==> src/rtl/datapath_seq_ctrl.sv <==
// Multi-cycle Moore sequencer for the lab datapath: accepts one register-level
// operation per start/done handshake and drives every datapath control input.
module datapath_seq_ctrl #(
    parameter int RN_W = 3
) (
    input  logic            clk,
    input  logic            resetn,
    input  logic            start,
    input  logic [2:0]      op,
    input  logic [RN_W-1:0] rd,
    input  logic [RN_W-1:0] rn,
    input  logic [RN_W-1:0] rm,
    input  logic [1:0]      sh,
    output logic            busy,
    output logic            done,
    output logic            err,
    output logic [RN_W-1:0] readnum,
    output logic [RN_W-1:0] writenum,
    output logic            write,
    output logic            vsel,
    output logic            loada,
    output logic            loadb,
    output logic            asel,
    output logic            bsel,
    output logic [1:0]      shift,
    output logic [1:0]      ALUop,
    output logic            loadc,
    output logic            loads
);

    localparam logic [2:0] OP_MOVI = 3'b000;
    localparam logic [2:0] OP_MOV  = 3'b001;
    localparam logic [2:0] OP_ADD  = 3'b010;
    localparam logic [2:0] OP_CMP  = 3'b011;
    localparam logic [2:0] OP_AND  = 3'b100;
    localparam logic [2:0] OP_MVN  = 3'b101;

    typedef enum logic [2:0] {
        S_WAIT,
        S_LDA,
        S_LDB,
        S_EXEC,
        S_WB,
        S_DONE
    } state_e;

    state_e            state, state_next;
    logic [2:0]        op_q;
    logic [RN_W-1:0]   rd_q, rn_q, rm_q;
    logic [1:0]        sh_q;
    logic              op_illegal;

    assign op_illegal = (op_q[2:1] == 2'b11);

    // NOTE: sequential state uses non-blocking assignments so every flop samples
    // pre-edge values regardless of block evaluation order.
    always_ff @(posedge clk) begin
        if (!resetn) begin
            state <= S_WAIT;
            op_q  <= '0;
            rd_q  <= '0;
            rn_q  <= '0;
            rm_q  <= '0;
            sh_q  <= '0;
        end else begin
            state <= state_next;
            // Fields are captured only on accept, so the source may move on afterwards.
            if (state == S_WAIT && start) begin
                op_q <= op;
                rd_q <= rd;
                rn_q <= rn;
                rm_q <= rm;
                sh_q <= sh;
            end
        end
    end

    // NOTE: every output and the next state get a default first, so no path
    // through the case leaves a signal unassigned and no latch is inferred.
    always_comb begin
        state_next = state;
        busy       = 1'b1;
        done       = 1'b0;
        err        = 1'b0;
        readnum    = '0;
        writenum   = '0;
        write      = 1'b0;
        vsel       = 1'b0;
        loada      = 1'b0;
        loadb      = 1'b0;
        asel       = 1'b0;
        bsel       = 1'b0;
        shift      = 2'b00;
        ALUop      = 2'b00;
        loadc      = 1'b0;
        loads      = 1'b0;

        unique case (state)
            S_WAIT: begin
                busy = 1'b0;
                if (start) begin
                    unique case (op)
                        OP_MOVI:                 state_next = S_WB;
                        OP_MOV, OP_MVN:          state_next = S_LDB;
                        OP_ADD, OP_CMP, OP_AND:  state_next = S_LDA;
                        default:                 state_next = S_DONE;
                    endcase
                end
            end
            S_LDA: begin
                readnum    = rn_q;
                loada      = 1'b1;
                state_next = S_LDB;
            end
            S_LDB: begin
                readnum    = rm_q;
                loadb      = 1'b1;
                state_next = S_EXEC;
            end
            S_EXEC: begin
                shift = sh_q;
                unique case (op_q)
                    OP_CMP:  ALUop = 2'b01;
                    OP_AND:  ALUop = 2'b10;
                    OP_MVN:  ALUop = 2'b11;
                    default: ALUop = 2'b00;
                endcase
                // MOV and MVN pass only the shifted B operand through the ALU.
                asel       = (op_q == OP_MOV) || (op_q == OP_MVN);
                loadc      = (op_q != OP_CMP);
                loads      = (op_q == OP_ADD) || (op_q == OP_CMP) || (op_q == OP_AND);
                state_next = (op_q == OP_CMP) ? S_DONE : S_WB;
            end
            S_WB: begin
                writenum   = rd_q;
                write      = 1'b1;
                vsel       = (op_q == OP_MOVI);
                state_next = S_DONE;
            end
            S_DONE: begin
                done       = 1'b1;
                err        = op_illegal;
                state_next = S_WAIT;
            end
            default: begin
                busy       = 1'b0;
                state_next = S_WAIT;
            end
        endcase
    end

endmodule
==> config.mk <==
export PLATFORM = sky130hd
export DESIGN_NAME = datapath_seq_ctrl
export DESIGN_NICKNAME = d
export VERILOG_FILES = /design/src/rtl/datapath_seq_ctrl.sv
export SDC_FILE = /design/constraint.sdc
export NUM_CORES = 1
export LEC_CHECK = 0
export CORE_MARGIN = 10
export CORE_UTILIZATION = 38
export CTS_CLUSTER_SIZE = 40
export DETAILED_ROUTE_END_ITERATION = 7
export GPL_ROUTABILITY_DRIVEN = 0
export GPL_TIMING_DRIVEN = 1
export PLACE_DENSITY = 0.72
export SYNTH_ARGS = -nofsm -noshare
export SYNTH_HDL_FRONTEND = slang
export SYNTH_SLANG_ARGS = --single-unit
export TNS_END_PERCENT = 30
==> constraint.sdc <==
create_clock -name clk -period 2.25 [get_ports clk]
set_clock_uncertainty 0.2 [all_clocks]
set_input_delay 0.675 -clock clk [delete_from_list [all_inputs] [get_ports clk]]
set_output_delay 0.675 -clock clk [all_outputs]
set_load 0.05 [all_outputs]
==> results of run 1 <==
## through the flow
stage               utilization, %  total power [mW]
global route                  75.8              1.06
finish                        75.8              1.01
detailed placement            70.1             0.814
CTS                           74.2              1.00
floorplan                        -             0.623
global placement              70.1             0.804
## cells in the mapped netlist, types with 2 or more instances
library cell   n
nor2b_1        2
buf_4          3
nor3_1         2
a21oi_1        6
and3b_1        3
and3_1         5
nand3b_1       3
dfxtp_1       17
nand3_1        2
nor3b_1        4
buf_2          3
a22o_1         3
nor2_1         3
a21boi_1      10
clkbuf_1       2
and2_1         3
nand2_1       29
a21boi_0       5
## flip-flops by register name, summed over array words and instances, names as in the netlist
register / flops
op_q: 3
rd_q: 3
rm_q: 3
rn_q: 3
sh_q: 2
state: 3
## cell usage in the layout (no fill, tap or decap), types with 2 or more instances in the layout
master,instances
a22o_4,2
dfxtp_1,13
a21boi_0,5
and2_1,2
clkbuf_4,3
clkdlybuf4s50_1,16
nand3b_1,3
nor3b_4,2
buf_6,6
a21boi_1,10
buf_4,16
buf_12,17
nand2_1,29
nor3b_2,2
a21oi_1,5
and3_4,4
and3b_2,2
dfxtp_4,3
nand3_1,2
nor2_1,3
## area by class of cell
type	count	area, µm²
tap	28	35.0
multi-input combinational	89	622
fill	151	551
clock inverter	1	5.00
sequential	17	353
timing repair buffer	55	688
clock buffer	3	22.5
## logic make-up after synthesis
logic type | count (synthesis) | synth area share, %
flip-flops | 17 | 36.6
XOR/XNOR | 1 | 0.941
AND/OR/NAND/NOR | 59 | 34.7
AO/OA/AOI/OAI | 28 | 21.4
buffers and inverters | 9 | 6.05
other | 1 | 0.403
## how the worst min path moves through the flow
stage | endpoint | slack [ns] | depth (start not counted)
finish | sh_q[0] | 0.26 | 2
global route | rm_q[0] | 0.29 | 2
CTS | sh_q[0] | 0.26 | 2
detailed placement | sh_q[0] | 0.25 | 2
global placement | rd_q[2] | 0.24 | 2
floorplan | sh_q[0] | 0.23 | 2
## worst min-delay path, cell delays in order, from the launching register on
cell,delay [ns]
dfxtp_1,0.32
nand2_1,0.05
a21boi_1,0.05
## timing repair
action	CTS	global route
buffers inserted	5	0
pin swaps	5	0
hold endpoints to repair	0	0
gates resized for setup	11	9
endpoints found under the setup margin	19	18
## per-layer routing
| metal | up-vias | routed length [µm] | part of all wire (%) |
|---|---|---|---|
| met5 | - | 0 | 0 |
| met4 | 0 | 85 | 2.9 |
| met3 | 9 | 186 | 6.4 |
| met2 | 37 | 1460 | 50 |
| met1 | 473 | 1190 | 41 |
| li1 | 500 | - | - |
## power by group through the flow
stage | Clock, mW | Sequential, mW | Combinational, mW
after floorplan | 0 | 0.365 | 0.258
after global placement | 0 | 0.387 | 0.417
after detailed placement | 0 | 0.389 | 0.425
after CTS | 0.174 | 0.381 | 0.448
after global routing | 0.183 | 0.390 | 0.486
final | 0.170 | 0.383 | 0.455
==> results.json, run 1 <==
{
  "use_met1_pct": 12.7,
  "dp_cells": 184,
  "grt_antenna_before_repair": 0,
  "sw_frac_of_total_pct": 36.7,
  "postSynthCellCount": 115,
  "grt_overflow": 0,
  "cts-root-buf": "clkbuf_4",
  "synthFlopType": "dfxtp_1",
  "pre_cts_slack_ns": -0.0394,
  "criticalPathCategory": "register to primary output",
  "die_area_mm2": 0.00483,
  "htreeDepth": 1,
  "hold_viol": 0,
  "final_cell_count_no_fill": 193,
  "rsz0062_at_grt": "true",
  "power_switching_mw": 0.370,
  "cts_sinks": 17,
  "ios": 38,
  "outcome": "finished with violations",
  "netlist_top_cells_area": "dfxtp_1 37%, nand2_1 12%, a21boi_1 8.1%, a21boi_0 4.0%, and3_1 3.4%",
  "power.density_mw_per_mm2": 584,
  "worst_ep_arrival_time_ns": 1.46,
  "start_util_pct": 40.9,
  "vias": 1019,
  "grt_use_met3_pct": 3.85,
  "p_comb_share_pct": 45.1,
  "worstPathMaxFanout": 8,
  "cts_buffers": 3,
  "synth.distinct_cells": 28,
  "grt_pass1_vias": 1070,
  "p_leak_nw": 0.705,
  "rows": 17,
  "seqPwrFrac_pct": 38.1,
  "num_antenna_cells": 0,
  "drv_cap": 0,
  "synth_area_leader_cell": "dfxtp_1",
  "synth_edf_count": 0,
  "postLayoutCellArea_mm2": 0.00173,
  "ys_seq_elements": 17,
  "cts.path.max_buffers": 2,
  "netlist_area_um2": 931,
  "hp-class": "register to register",
  "synth_top_area_share_pct": 36.6,
  "grt_max_degree": 12,
  "dieHeight_um": 69.5,
  "synth_warnings": 0,
  "slew_viol_final": 0,
  "period_share_pct": 104,
  "clkSlewWorstSetupHoldPaths_ns": 0.10,
  "crit_family": "simple AND/OR/NAND/NOR gates",
  "critPathLaunch": "state[2]",
  "drive_above_1_share_pct": 39.4,
  "drt_iter0_drc": 43,
  "clk_latency_ns": 0.30,
  "critical_path_buf_inv_count": 1,
  "max_freq_ghz": 0.428,
  "worstPathRequired_ns": 1.37,
  "intPower_mw": 0.637,
  "period_minus_slack_ns": 2.33,
  "reg2reg_depth": 5,
  "p_clk_share_pct": 16.8,
  "core_mm2": 0.00228,
  "routedWlPerCell_um": 15.1,
  "violations": "setup timing",
  "placed_area_mm2": 0.00160,
  "met2_usage_pct": 20.7,
  "dpl.hpwl_um": 2220,
  "viasPerCell": 5.28,
  "reg2reg_from": "state[2]",
  "r2r_slack_ns": 0.41,
  "syn_to_final_growth_pct": 85.3,
  "synth-async-reset-ratio_pct": 0,
  "synth_nets": 132,
  "endpoint": "ALUop[1]",
  "worst_slack_ns": -0.0845,
  "gr-max-usage-layer": "met2",
  "grt.total_usage_pct": 12.1,
  "rr_endpoint": "op_q[0]",
  "cp_slowest_stage_delay_ns": 0.39,
  "path_depth": 3,
  "die_width_um": 69.5,
  "finalSetupTns_ns": -0.298,
  "drc": 0,
  "first_pass_iters": 4,
  "max-vdd-ir-drop_uv": 545,
  "seq_area_frac_synth_pct": 36.6,
  "holdWs_ns": 0.258,
  "cts.hold.buffers_added": 0,
  "ant_nets": 0,
  "setup_viol": 8,
  "fin_nets": 183,
  "min_from": "sh_q[0]",
  "wirelength_um": 2920,
  "cp-start-kind": "register",
  "path_cells": "nand3b_1 -> nor3b_2 -> buf_12",
  "synth.avg_cell_area_um2": 8.09,
  "cpMaxStageDelayCell": "dfxtp_4",
  "endpoint_kind": "primary output",
  "cts_tree": "built",
  "grt_pass1_wl_um": 4940,
  "io_buffers": 36
}
Note: power is estimated with default switching activity, not from simulation.
==> run 2: changes to the inputs <==
--- a/config.mk
+++ b/config.mk
@@ -6,12 +6,13 @@
 export NUM_CORES = 1
 export LEC_CHECK = 0
 export CORE_MARGIN = 10
-export CORE_UTILIZATION = 38
+export CORE_UTILIZATION = 42
 export CTS_CLUSTER_SIZE = 40
 export DETAILED_ROUTE_END_ITERATION = 7
 export GPL_ROUTABILITY_DRIVEN = 0
 export GPL_TIMING_DRIVEN = 1
-export PLACE_DENSITY = 0.72
+export PLACE_DENSITY = 0.78
+export SLEW_MARGIN = 10
 export SYNTH_ARGS = -nofsm -noshare
 export SYNTH_HDL_FRONTEND = slang
 export SYNTH_SLANG_ARGS = --single-unit
==> results.json, run 2 (same netlist as run 1, synthesis figures left out) <==
{
  "grt_overflow": 0,
  "grt_antenna_before_repair": 0,
  "grt_pass1_wl_um": 4910,
  "dp_cells": 181,
  "worst_slack_ns": -0.0669,
  "viasPerCell": 5.47,
  "violations": "setup timing",
  "cts_tree": "built",
  "final_cell_mix": "29 x nand2_1, 18 x buf_4, 16 x clkdlybuf4s50_1, 15 x buf_12, 12 x dfxtp_1",
  "ios": 38,
  "die_area_mm2": 0.00450,
  "p_comb_share_pct": 45.3,
  "dpl.hpwl_um": 2390,
  "grt.total_usage_pct": 14.0,
  "cts.path.max_buffers": 2,
  "routedWlPerCell_um": 16.6,
  "rsz0062_at_grt": "true",
  "die_width_um": 67.1,
  "num_antenna_cells": 0,
  "ant_nets": 0,
  "vias": 1040,
  "grt_pass1_vias": 1079,
  "cts_sinks": 17,
  "worstPathRequired_ns": 1.37,
  "cts_buffers": 3,
  "endpoint_kind": "primary output",
  "grt_use_met3_pct": 6.02,
  "max_freq_ghz": 0.432,
  "dieHeight_um": 67.1,
  "criticalPathCategory": "register to primary output",
  "core_mm2": 0.00204,
  "htreeDepth": 1,
  "outcome": "finished with violations",
  "rows": 16,
  "p_leak_nw": 0.691,
  "drv_cap": 0,
  "crit_family": "simple AND/OR/NAND/NOR gates",
  "seqPwrFrac_pct": 37.9,
  "placed_area_mm2": 0.00158,
  "power.density_mw_per_mm2": 585,
  "met2_usage_pct": 23.0,
  "path_depth": 4,
  "whs_path_depth": 2,
  "critical_path_buf_inv_count": 1,
  "regArea_um2": 357,
  "first_pass_iters": 4,
  "period_share_pct": 103,
  "hold_viol": 0,
  "path_cells": "nor2_1 -> and2_1 -> and3b_2 -> buf_12",
  "cp_slowest_stage_delay_ns": 0.39,
  "multi_input_area_um2": 631,
  "intPower_mw": 0.631,
  "drive_above_1_share_pct": 39.3,
  "p_clk_share_pct": 16.8,
  "hp-class": "register to register",
  "drc": 0,
  "fillers": 114,
  "gr-max-usage-layer": "met2",
  "io_buffers": 36,
  "use_met1_pct": 14.3,
  "clk_latency_ns": 0.29,
  "setup_viol": 6,
  "cp-start-kind": "register",
  "clkSlewWorstSetupHoldPaths_ns": 0.10,
  "drt_iter0_drc": 31,
  "worstPathMaxFanout": 7,
  "final_common_cell": "nand2_1",
  "worst_ep_arrival_time_ns": 1.44,
  "power_switching_mw": 0.373,
  "max-vdd-ir-drop_uv": 490,
  "cpMaxStageDelayCell": "dfxtp_4",
  "wirelength_um": 3150,
  "cts-root-buf": "clkbuf_4",
  "period_minus_slack_ns": 2.32,
  "start_util_pct": 45.6,
  "slew_viol_final": 0,
  "reg2reg_depth": 5,
  "fin_nets": 181,
  "postLayoutCellArea_mm2": 0.00172,
  "final_cell_count_no_fill": 190,
  "grt_max_degree": 13,
  "cts.hold.buffers_added": 0,
  "sw_frac_of_total_pct": 37.1,
  "syn_to_final_growth_pct": 84.3
}
## run 2: power by group through the flow
stage | sequential (mW) | combinational [mW] | clock [mW]
after floorplan | 0.365 | 0.258 | 0
after global placement | 0.381 | 0.415 | 0
after detailed placement | 0.383 | 0.424 | 0
after CTS | 0.378 | 0.439 | 0.170
after global routing | 0.385 | 0.486 | 0.179
final | 0.380 | 0.455 | 0.168
## run 2: routing by layer
metal,vias up,part of all wire (%)
li1,498,-
met1,488,38
met2,43,50
met3,11,8.4
met4,0,4.0
met5,-,0
## run 2: stage by stage
step	hold WS [ns]	utilization [%]	setup slack, ns	setup TNS [ns]	power (mW)
final	0.263	84.0	-0.0669	-0.241	1.00
after global routing	0.290	84.0	-0.159	-0.742	1.05
after CTS	0.264	80.6	-0.0838	-0.253	0.987
after detailed placement	0.250	77.3	-0.0464	-0.247	0.808
after global placement	0.242	77.3	0.000377	0	0.796
after floorplan	0.230	-	-0.203	-0.964	0.623
## run 2: worst reg2reg max path: cells and delay by family (launching register included)
kind	cells	cell delay [ns]
flip-flops	1	0.39
AND/OR/NAND/NOR	2	0.62
buffers and inverters	2	0.36
AO/OA/AOI/OAI	1	0.10
## run 2: what timing repair did
item | 4_1_cts | 5_1_grt
cloned | 0 | 0
endpoints found under the setup margin | 18 | 16
pin swaps | 2 | 3
gates resized for setup | 8 | 14
buffers inserted | 3 | 2
## run 2: final timing paths
kind         startpoint       to  slack, ns
max            state[0]     vsel      -0.07
min             rm_q[0]  rm_q[0]       0.26
max reg2reg    state[2]  rd_q[1]       0.46
min reg2reg     rm_q[0]  rm_q[0]       0.26
## run 2: layout make-up
cell class,instances,share of cell area (%)
multi-input combinational,89,36.8
timing repair buffer,53,38.9
sequential,17,20.8
tap,27,1.97
clock buffer,4,1.53
==> run 3: changes to the inputs <==
--- a/config.mk
+++ b/config.mk
@@ -9,7 +9,6 @@
 export CORE_UTILIZATION = 42
 export CTS_CLUSTER_SIZE = 40
 export DETAILED_ROUTE_END_ITERATION = 7
-export GPL_ROUTABILITY_DRIVEN = 0
 export GPL_TIMING_DRIVEN = 1
 export PLACE_DENSITY = 0.78
 export SLEW_MARGIN = 10
==> results of run 3 <==
Final layout, timing and power as in run 2 (identical DEF).
==> RTL edit (config.mk and constraints of run 1) <==
Make the reset (`resetn`) asynchronous in one clocked block.
--- a/src/rtl/datapath_seq_ctrl.sv
+++ b/src/rtl/datapath_seq_ctrl.sv
@@ -54,7 +54,7 @@
 
     // NOTE: sequential state uses non-blocking assignments so every flop samples
     // pre-edge values regardless of block evaluation order.
-    always_ff @(posedge clk) begin
+    always_ff @(posedge clk or negedge resetn) begin
         if (!resetn) begin
             state <= S_WAIT;
             op_q  <= '0;
Behaviour: differs if resetn is asserted again (counterexample within 4 cycles, from zero or initial values and one cycle with resetn low); with resetn held inactive, the same outputs for 10 cycles.
==> RTL edit against run 1 <==
  * The run still ends with setup timing left
  * Setup slack got worse by 0.082 ns
  * Non-clock buffer count rose by 1
  * Critical path depth rose by 1
  * Routed wire length rose by 2.9%
  * Cell area rose by 5.7%
  * Sequential cell count did not move
  * Via count fell by 18%
  * Synthesized area rose by 3.9%
  * First-iteration DRC count fell by 14%
  * Critical path type unchanged
  * Largest cell class unchanged
Power is not compared: it rests on default switching activity, and its combinational part moved more than twofold at a synthesized area within 25%.
==> RTL edit: results <==
set metrics [dict create \
    synthArstFlopShare_pct 100 \
    routed-wl-met3_um 138 \
    postLayoutCoreUtil_pct 74.3 \
    slowest_delay_ns 0.45 \
    dpl_cell_area_um2 1630 \
    status "finished with violations" \
    cp_top_family "flip-flops" \
    num_vias 839 \
    ys_top_cells_by_area "dfrtp_1 44%, mux2_4 16%, mux2_2 4.7%" \
    r2r_start "state[0]" \
    hold_start "sh_q[0]" \
    nFillCells 174 \
    crit_fanout 4 \
    met1Wirelength_mm 1.16 \
    synthAdderAreaFrac_pct 0 \
    met2_usage_pct 22.0 \
    r2r_slack_ns 0.15 \
    synth_common_cells "17 x dfrtp_1, 10 x mux2_4, 6 x nor2_1" \
    grt_pass1_vias 945 \
    grt_pass1_wl_mm 4.91 \
    grtUsageTotal_pct 12.0 \
    hold_slack_ns 0.331 \
    dp.final_hpwl_mm 2.18 \
    crit_slowest_cell "dfrtp_2" \
    use_met1_pct 12.8 \
    synthXorXnorAreaFrac_pct 0 \
    path_clk_slew_ns 0.10 \
    dp_slack_ns 0.0546 \
    r2r_cells 6 \
    setup_viol 19 \
    min_to "sh_q[0]" \
    reg2reg_to "rd_q[1]" \
    arrival_ns 1.54 \
    use_met3_pct 3.53 \
    drive_above_1_share_pct 64.4 \
    post-place-cells 150 \
    yosysSeqAreaShare_pct 44.0 \
    max-vdd-ir-drop_uv 936 \
    cts_root_buf "clkbuf_4" \
    synth_compound_area_share_pct 9.31 \
    n_antenna_cell 0 \
    clk_latency_ns 0.29 \
    drt_iter0_drc 37 \
    fin_cells 165 \
    detail-route-antenna-nets 0 \
    hold_depth 1 \
    setup_slack_ns -0.167 \
    syn_area_per_cell_um2 11.9 \
    wl_per_cell_um 18.2 \
    routed.top_layer "met4" \
    synthMuxAreaShare_pct 20.2 \
    setup_tns_ns -1.56 \
    met2_length_mm 1.69 \
    grt_max_degree 18 \
    numCtsBuffers 3 \
    syn_nets 98 \
    violations "setup timing" \
]
==> RTL edit: report_power, final <==
part           internal, µW  switching, µW
logic                  1040            904
registers               470            190
clock network          69.0           93.6
total                  1580           1190
==> RTL edit: how the worst max path moves through the flow <==
stage / to / depth (start not counted) / start
after global routing: readnum[2] / 4 / state[2]
after CTS: readnum[2] / 4 / state[2]
after global placement: ALUop[0] / 4 / state[0]
after detailed placement: ALUop[0] / 4 / state[0]
after floorplan: vsel / 3 / state[2]
final: readnum[2] / 4 / state[2]
==> RTL edit: what timing repair did <==
| item | CTS | global route |
|---|---|---|
| setup endpoints to repair | 19 | 19 |
| setup buffers | 6 | 5 |
| pin swaps | 8 | 9 |
| endpoints found under the hold margin | 0 | 0 |
| gates resized for setup | 16 | 11 |
==> RTL edit: area by class of cell <==
class                           count  share of cell area [%]
Timing Repair Buffer               56                    39.8
Clock buffer                        4                    1.44
Tap cell                           30                    2.06
Sequential cell                    17                    23.7
Multi-Input combinational cell     58                    33.1
